[src/rtl/dmem_access_ctrl.sv]
// dmem_access_ctrl: splits 8/16/32-bit LSU loads and stores into little-endian
// byte-lane accesses on the two byte-wide ports of the data RAM, two bytes per
// cycle, and returns one registered response per request.
module dmem_access_ctrl #(
  parameter int ADDR_W = 15
) (
  input  logic              clk,
  input  logic              rst,
  input  logic              req_valid,
  output logic              req_ready,
  input  logic              req_we,
  input  logic [1:0]        req_size,
  input  logic              req_unsigned,
  input  logic [ADDR_W-1:0] req_addr,
  input  logic [31:0]       req_wdata,
  output logic              rsp_valid,
  output logic [31:0]       rsp_rdata,
  output logic              rsp_err,
  output logic [ADDR_W-1:0] ram_addr_a,
  output logic [7:0]        ram_din_a,
  output logic              ram_we_a,
  input  logic [7:0]        ram_dout_a,
  output logic [ADDR_W-1:0] ram_addr_b,
  output logic [7:0]        ram_din_b,
  output logic              ram_we_b,
  input  logic [7:0]        ram_dout_b
);

  localparam logic [1:0] SZ_BYTE = 2'b00;
  localparam logic [1:0] SZ_WORD = 2'b10;
  localparam logic [1:0] SZ_ILL  = 2'b11;

  typedef enum logic [1:0] {S_IDLE, S_ACC0, S_ACC1, S_WAIT} state_t;

  state_t              state_q;
  logic                we_q;
  logic [1:0]          size_q;
  logic                uns_q;
  logic [ADDR_W-1:0]   addr_q;
  logic [31:0]         wdata_q;
  logic [15:0]         rdata_lo_q;   // bytes 0/1 of a word load, captured in ACC1
  logic                rsp_valid_q;
  logic [31:0]         rsp_rdata_q;
  logic                rsp_err_q;
  logic [ADDR_W-1:0]   ram_addr_a_q;
  logic [ADDR_W-1:0]   ram_addr_b_q;
  logic [7:0]          ram_din_a_q;
  logic [7:0]          ram_din_b_q;
  logic                ram_we_a_q;
  logic                ram_we_b_q;
  logic [31:0]         load_data_d;

  assign req_ready  = (state_q == S_IDLE);
  assign rsp_valid  = rsp_valid_q;
  assign rsp_rdata  = rsp_rdata_q;
  assign rsp_err    = rsp_err_q;
  assign ram_addr_a = ram_addr_a_q;
  assign ram_addr_b = ram_addr_b_q;
  assign ram_din_a  = ram_din_a_q;
  assign ram_din_b  = ram_din_b_q;
  assign ram_we_a   = ram_we_a_q;
  assign ram_we_b   = ram_we_b_q;

  // Final load value as seen in WAIT: last read bytes straight from the RAM, extended by size.
  always_comb begin
    load_data_d = 32'h0;
    case (size_q)
      SZ_BYTE: load_data_d = {{24{~uns_q & ram_dout_a[7]}}, ram_dout_a};
      2'b01:   load_data_d = {{16{~uns_q & ram_dout_b[7]}}, ram_dout_b, ram_dout_a};
      default: load_data_d = {ram_dout_b, ram_dout_a, rdata_lo_q};
    endcase
  end

  // Access sequencer: state, captured request, registered RAM drive and response.
  always_ff @(posedge clk or posedge rst) begin
    if (rst) begin
      state_q      <= S_IDLE;
      we_q         <= 1'b0;
      size_q       <= 2'b00;
      uns_q        <= 1'b0;
      addr_q       <= '0;
      wdata_q      <= 32'h0;
      rdata_lo_q   <= 16'h0;
      rsp_valid_q  <= 1'b0;
      rsp_rdata_q  <= 32'h0;
      rsp_err_q    <= 1'b0;
      ram_addr_a_q <= '0;
      ram_addr_b_q <= '0;
      ram_din_a_q  <= 8'h0;
      ram_din_b_q  <= 8'h0;
      ram_we_a_q   <= 1'b0;
      ram_we_b_q   <= 1'b0;
    end else begin
      // Responses are single-cycle pulses and RAM drive is idle unless a state sets it.
      rsp_valid_q  <= 1'b0;
      rsp_rdata_q  <= 32'h0;
      rsp_err_q    <= 1'b0;
      ram_addr_a_q <= '0;
      ram_addr_b_q <= '0;
      ram_din_a_q  <= 8'h0;
      ram_din_b_q  <= 8'h0;
      ram_we_a_q   <= 1'b0;
      ram_we_b_q   <= 1'b0;
      case (state_q)
        S_IDLE: begin
          if (req_valid) begin
            we_q    <= req_we;
            size_q  <= req_size;
            uns_q   <= req_unsigned;
            addr_q  <= req_addr;
            wdata_q <= req_wdata;
            if (req_size == SZ_ILL) begin
              rsp_valid_q <= 1'b1;
              rsp_err_q   <= 1'b1;
            end else begin
              state_q      <= S_ACC0;
              // B always points one byte above A, so the ports never collide;
              // for a byte access B is simply never written and its read is ignored.
              ram_addr_a_q <= req_addr;
              ram_addr_b_q <= req_addr + ADDR_W'(1);
              ram_we_a_q   <= req_we;
              ram_we_b_q   <= req_we && (req_size != SZ_BYTE);
              ram_din_a_q  <= req_we ? req_wdata[7:0] : 8'h0;
              ram_din_b_q  <= (req_we && (req_size != SZ_BYTE)) ? req_wdata[15:8] : 8'h0;
            end
          end
        end
        S_ACC0: begin
          if (size_q == SZ_WORD) begin
            state_q      <= S_ACC1;
            ram_addr_a_q <= addr_q + ADDR_W'(2);
            ram_addr_b_q <= addr_q + ADDR_W'(3);
            ram_we_a_q   <= we_q;
            ram_we_b_q   <= we_q;
            ram_din_a_q  <= we_q ? wdata_q[23:16] : 8'h0;
            ram_din_b_q  <= we_q ? wdata_q[31:24] : 8'h0;
          end else if (we_q) begin
            state_q     <= S_IDLE;
            rsp_valid_q <= 1'b1;
          end else begin
            state_q <= S_WAIT;
          end
        end
        S_ACC1: begin
          // Read data for the ACC0 addresses is on the RAM outputs now.
          rdata_lo_q <= {ram_dout_b, ram_dout_a};
          if (we_q) begin
            state_q     <= S_IDLE;
            rsp_valid_q <= 1'b1;
          end else begin
            state_q <= S_WAIT;
          end
        end
        default: begin
          state_q     <= S_IDLE;
          rsp_valid_q <= 1'b1;
          rsp_rdata_q <= load_data_d;
        end
      endcase
    end
  end

endmodule

[config.mk]
export PLATFORM = sky130hd
export DESIGN_NAME = dmem_access_ctrl
export DESIGN_NICKNAME = d
export VERILOG_FILES = /design/src/rtl/dmem_access_ctrl.sv
export SDC_FILE = /design/constraint.sdc
export NUM_CORES = 1
export LEC_CHECK = 0
export ABC_AREA = 1
export CAP_MARGIN = 15
export CORE_MARGIN = 3
export CORE_UTILIZATION = 50
export CTS_BUF_LIST = sky130_fd_sc_hd__clkbuf_4
export DETAILED_ROUTE_END_ITERATION = 16
export PLACE_DENSITY = 0.82
export SETUP_SLACK_MARGIN = 0.02
export SLEW_MARGIN = 20
export SYNTH_ARGS = -nofsm -noshare
export SYNTH_HDL_FRONTEND = slang
export SYNTH_SLANG_ARGS = --single-unit
export TNS_END_PERCENT = 30
[constraint.sdc]
create_clock -name clk -period 5.9 [get_ports clk]
set_input_delay 0.885 -clock clk [delete_from_list [all_inputs] [get_ports clk]]
set_output_delay 0.885 -clock clk [all_outputs]
set_load 0.005 [all_outputs]
* Word level (Yosys, flattened, before mapping)
Index checks and enable logic that the tools add are counted.
Operators by class: add/subtract/negate cells 3, eq/ne operators 7, muxes and demuxes 40, bitwise logic cells 3, reductions and logical operators 7
Operators by type and width (number):
- $mux 15 | 6
- $mux 8 | 10
- $pmux 32 s2 | 1
- $pmux 15 s2 | 2
- $mux 32 | 1
- $pmux 8 s2 | 2
- $add 15x2->15 const B | 2
- $add 15x1->15 const B | 1
- $mux 1 | 10
- $mux 2 | 4
- $eq 2x2->1 const B | 3
- $pmux 2 s3 | 1
- $eq 2x1->1 const B | 2
- $logic_not 2->1 | 2
- $ne 2x2->1 const B | 2
- $pmux 1 s2 | 2
- $reduce_and 2->1 | 2
- $pmux 1 s3 | 1
- $reduce_or 3->1 | 1
- $and 1x1->1 | 2
- $reduce_bool 2->1 | 1
- $logic_and 1x1->1 | 1
- $not 1->1 | 1
Word-level totals: bits in registers 151

* Longest topological paths before layout
word-level depth 6, mapped depth 9

* Worst setup path after synthesis
No wires, ideal clock.
path type input to register, start input port req_addr[0], end register ram_addr_b_q[8], in the netlist ram_addr_b[8], setup time 127 ps, arrival time 1598 ps, setup slack 4176 ps, cell stages on the path 6, cells stage by stage ha_1 > nand2_1 > nor2_2 > nand3_1 > nand3_1 > o21ai_0
Between the ends: cells in the longest elaborated chain, start to end 4
Ends and longest elaborated chain:
- start, declared | line 14 | input logic [ADDR_W-1:0] req_addr,
- $add 15x1->15 | line 120 | ram_addr_b_q <= req_addr + ADDR_W'(1);
- $mux 15 | line 112 | if (req_size == SZ_ILL) begin
- $mux 15 | line 106 | if (req_valid) begin
- $pmux 15 s2 | line 104 | case (state_q)
- end signal, assigned | line 120
- end signal, assigned | line 132 | ram_addr_b_q <= addr_q + ADDR_W'(3);
- end, declared | line 46 | logic [ADDR_W-1:0] ram_addr_b_q;
Every way passes these cells. A chain may end at the register's enable or synchronous reset.

* Final worst setup path
start register state_q[1], end output port req_ready
Between the ends: cells in the longest elaborated chain, start to end 1
Ends and longest elaborated chain:
- start, declared | line 35 | state_t state_q;
- start signal, assigned | line 77 | state_q <= S_IDLE;
- start signal, assigned | line 116 | state_q <= S_ACC0;
- start signal, assigned | line 130 | state_q <= S_ACC1;
- $logic_not 2->1 | line 53 | assign req_ready = (state_q == S_IDLE);
- end, declared | line 10 | output logic req_ready,
Every way passes these cells.

==> flow_summary.toml <==
[outcome]
status = "finished, final reports clean"

[synthesis]
ys_types = 35
yosysSeqAreaShare = 0.5685
synth.avg_cell_area_sq_um = 8.895
yosys_warnings = 0
synth.top_cell.area_share = 0.5685
syn_area_sq_mm = 0.005942
synth-seq-cells = 135
synthesis.nets = 742
synth_area_leader_cell = "dfrtp_1"
yosys_most_used_dff = "dfrtp_1"
synth.area.top_cells = "dfrtp_1 (57%), nand2_1 (11%), o21ai_0 (7.1%)"
yosysMostFrequentCell = "nand2_1"
synth_edf_count = 0
yosys-top-cells-count = "nand2_1 (180), dfrtp_1 (135), o21ai_0 (84), inv_1 (65), nand3_1 (62)"
synth_cells = 668
postSynth.asyncResetShare = 1.000

[floorplanning]
start_util = 0.5160
fp-row-count = 39
die_area_sq_mm = 0.01323
placeableCoreArea_sq_mm = 0.01152
ioPinCount = 153
die_height_microns = 115.0
die_w_microns = 115.0

[final_layout]
drive_gt1_frac = 0.07711
fin_cells = 973
syn_to_final_growth_pct = 32.32
n_antenna_cell = 0
final_nets = 892
utilization = 0.6827

[clock_network]
cts_hold_buf = 0
cts-htree-levels = 4
cts_buffers = 17
post-cts-setup-buffers = 0
clk_latency_ns = 0.53
clock_path_buffers = 2
cts_sinks = 135
cts_tree = "done"
path_clk_slew_ns = 0.11
cts-root-buf = "clkbuf_4"
cts_resized = 0

[global_routing]
grt_pass1_vias = 5193
antenna_found_initial = 0
grt_pass1_wl_microns = 25300
grt_overflow = 0
grtUsageTotal = 0.2430
grt_max_degree = 85

[detailed_routing]
drt-wirelength-per-cell_microns = 15.80
postRouteAntennaNets = 0
drtPass1Iterations = 7
first_iter_violations = 484
drt-total-wl_microns = 15380
vias = 5212
via_per_inst = 5.357
drc_errors = 0

[hold_path]
hp-class = "reg -> reg"
whs_endpoint = "wdata_q[26]"
min_path_cells = 2
hp-start = "wdata_q[26]"

[placed_design]
numPlacedInstances = 942
io_buffers = 152
dpl_worst_slack_ns = 3.019
gp_congestion = 0.8746
dpl.hpwl_microns = 10970

[setup_path]
worstPathArrival_ns = 1.85
crit_chain = "inv_2 > nand2_4 > inv_1 > clkdlybuf4s50_1"
r2r_cells = 6
worst_path_max_delay_cell = "clkdlybuf4s50_1"
critPathCaptureType = "primary output"
max_stage_delay_ns = 0.52
reg2reg_slack_ns = 3.79
crit_required_ns = 5.02
path_class = "reg -> out"
worst_setup_path_start_kind = "flip-flop"
r2r_end = "wdata_q[31]"
crit_fanout = 4
reg2reg_from = "state_q[1]"

[sta]
tightestPinTransition_ns = 0.8263
fin_skew_ns = 0.01738
final-hold-violation-count = 0
fin_crit_ns = 2.730
timing.final.crit_share = 0.4627
fin_tns_setup_ns = 0
finalMaxSlewViolations = 0
setup_slack_ns = 3.170
rsz0062_at_grt = "no"
relSlewSlack = 0.4478
hold_ws_ns = 0.4828
max_freq_ghz = 0.3663
setup_viol_count_final = 0

[power_and_ir_drop]
power_leakage_uw = 0.003716
power_density_mw_per_mm2 = 414.7
peakVddDrop_mv = 0.1716

[run]
drv_cap = 0
## worst max-delay path by stage
stage / slack (ns) / endpoint / depth (start not counted) / start
6_report: 3.17 / req_ready / 4 / state_q[1]
3_5_place_dp: 3.02 / addr_q[8] / 6 / req_valid
3_3_place_gp: 3.10 / addr_q[8] / 6 / req_valid
4_1_cts: 3.16 / req_ready / 4 / state_q[1]
2_1_floorplan: 1.40 / addr_q[0] / 1 / rst
5_1_grt: 3.07 / req_ready / 4 / state_q[1]
## worst max-delay path: cells and delay by family, from the launching register on
family / cells / cell delay (ns)
AND/OR/NAND/NOR: 1 / 0.09
flip-flops: 1 / 0.46
buffers and inverters: 3 / 0.77
## sequential cells by signal, summed over array words and instances, names as in the netlist, 2 cells and up
name	count
wdata_q	16
ram_addr_b	15
rdata_lo_q	16
ram_addr_a	15
size_q	2
addr_q	15
state_q	2
ram_din_b	8
ram_din_a	8
rsp_rdata	32
## layout by cell type (no fill, tap or decap), types with 2 or more instances in the layout
master / netlist / final
nand2_1: 180 / 180
clkdlybuf4s50_1: 0 / 152
dfrtp_1: 135 / 135
o21ai_0: 84 / 84
inv_1: 65 / 64
nand3_1: 62 / 62
a21oi_1: 27 / 27
nor2_1: 25 / 25
clkbuf_4: 0 / 18
nand4_1: 10 / 10
a31oi_1: 8 / 8
a21oi_2: 7 / 7
inv_2: 6 / 6
nor2_2: 6 / 6
bufinv_16: 0 / 5
o22ai_1: 4 / 4
ha_1: 4 / 4
nor2_8: 3 / 3
o21ai_1: 3 / 3
inv_6: 0 / 3
clkinv_2: 0 / 3
nand2_4: 2 / 2
xor2_1: 2 / 2
clkinv_1: 1 / 2
a211oi_1: 2 / 2
buf_4: 5 / 2
## area by class of cell
| type | count | area, sq um |
|---|---|---|
| Clock buffer | 18 | 135.1 |
| Fill cell | 876 | 3654 |
| Sequential cell | 135 | 3378 |
| Tap cell | 143 | 178.9 |
| Multi-Input combinational cell | 438 | 2156 |
| Timing Repair Buffer | 154 | 1536 |
| Clock inverter | 13 | 202.7 |
| Inverter | 72 | 275.3 |
## per-layer routing
layer | GRT usage | vias to the layer above | wire [microns]
met5 | 0 | - | 0
li1 | - | 2479 | -
met2 | 0.3939 | 263 | 7412
met4 | 0.07355 | 0 | 399
met3 | 0.06526 | 41 | 1253
met1 | 0.3229 | 2429 | 6311
## where the power goes
part / internal (uW) / total, uW / switching [uW]
Combinational: 480 / 1130 / 650
Clock: 381 / 722 / 341
Sequential: 1220 / 1410 / 184
## per-stage QoR
stage               cell area [sq um]  power, uW
floorplan                        5942       2055
global placement                 7522       2504
detailed placement               7522       2543
CTS                              7860       3268
global route                     7863       3495
finish                           7863       3260
## kinds of logic (layout without fill, tap and decap cells)
logic type / after synthesis / after routing / share of synthesized area
compound gates: 136 / 136 / 0.1228
xor+xnor: 3 / 3 / 0.004423
fa+ha+maj: 4 / 4 / 0.008423
buf+inv: 95 / 257 / 0.06864
flops: 135 / 135 / 0.5685
simple gates: 295 / 295 / 0.2272
Power figures use the tool's default switching activity.
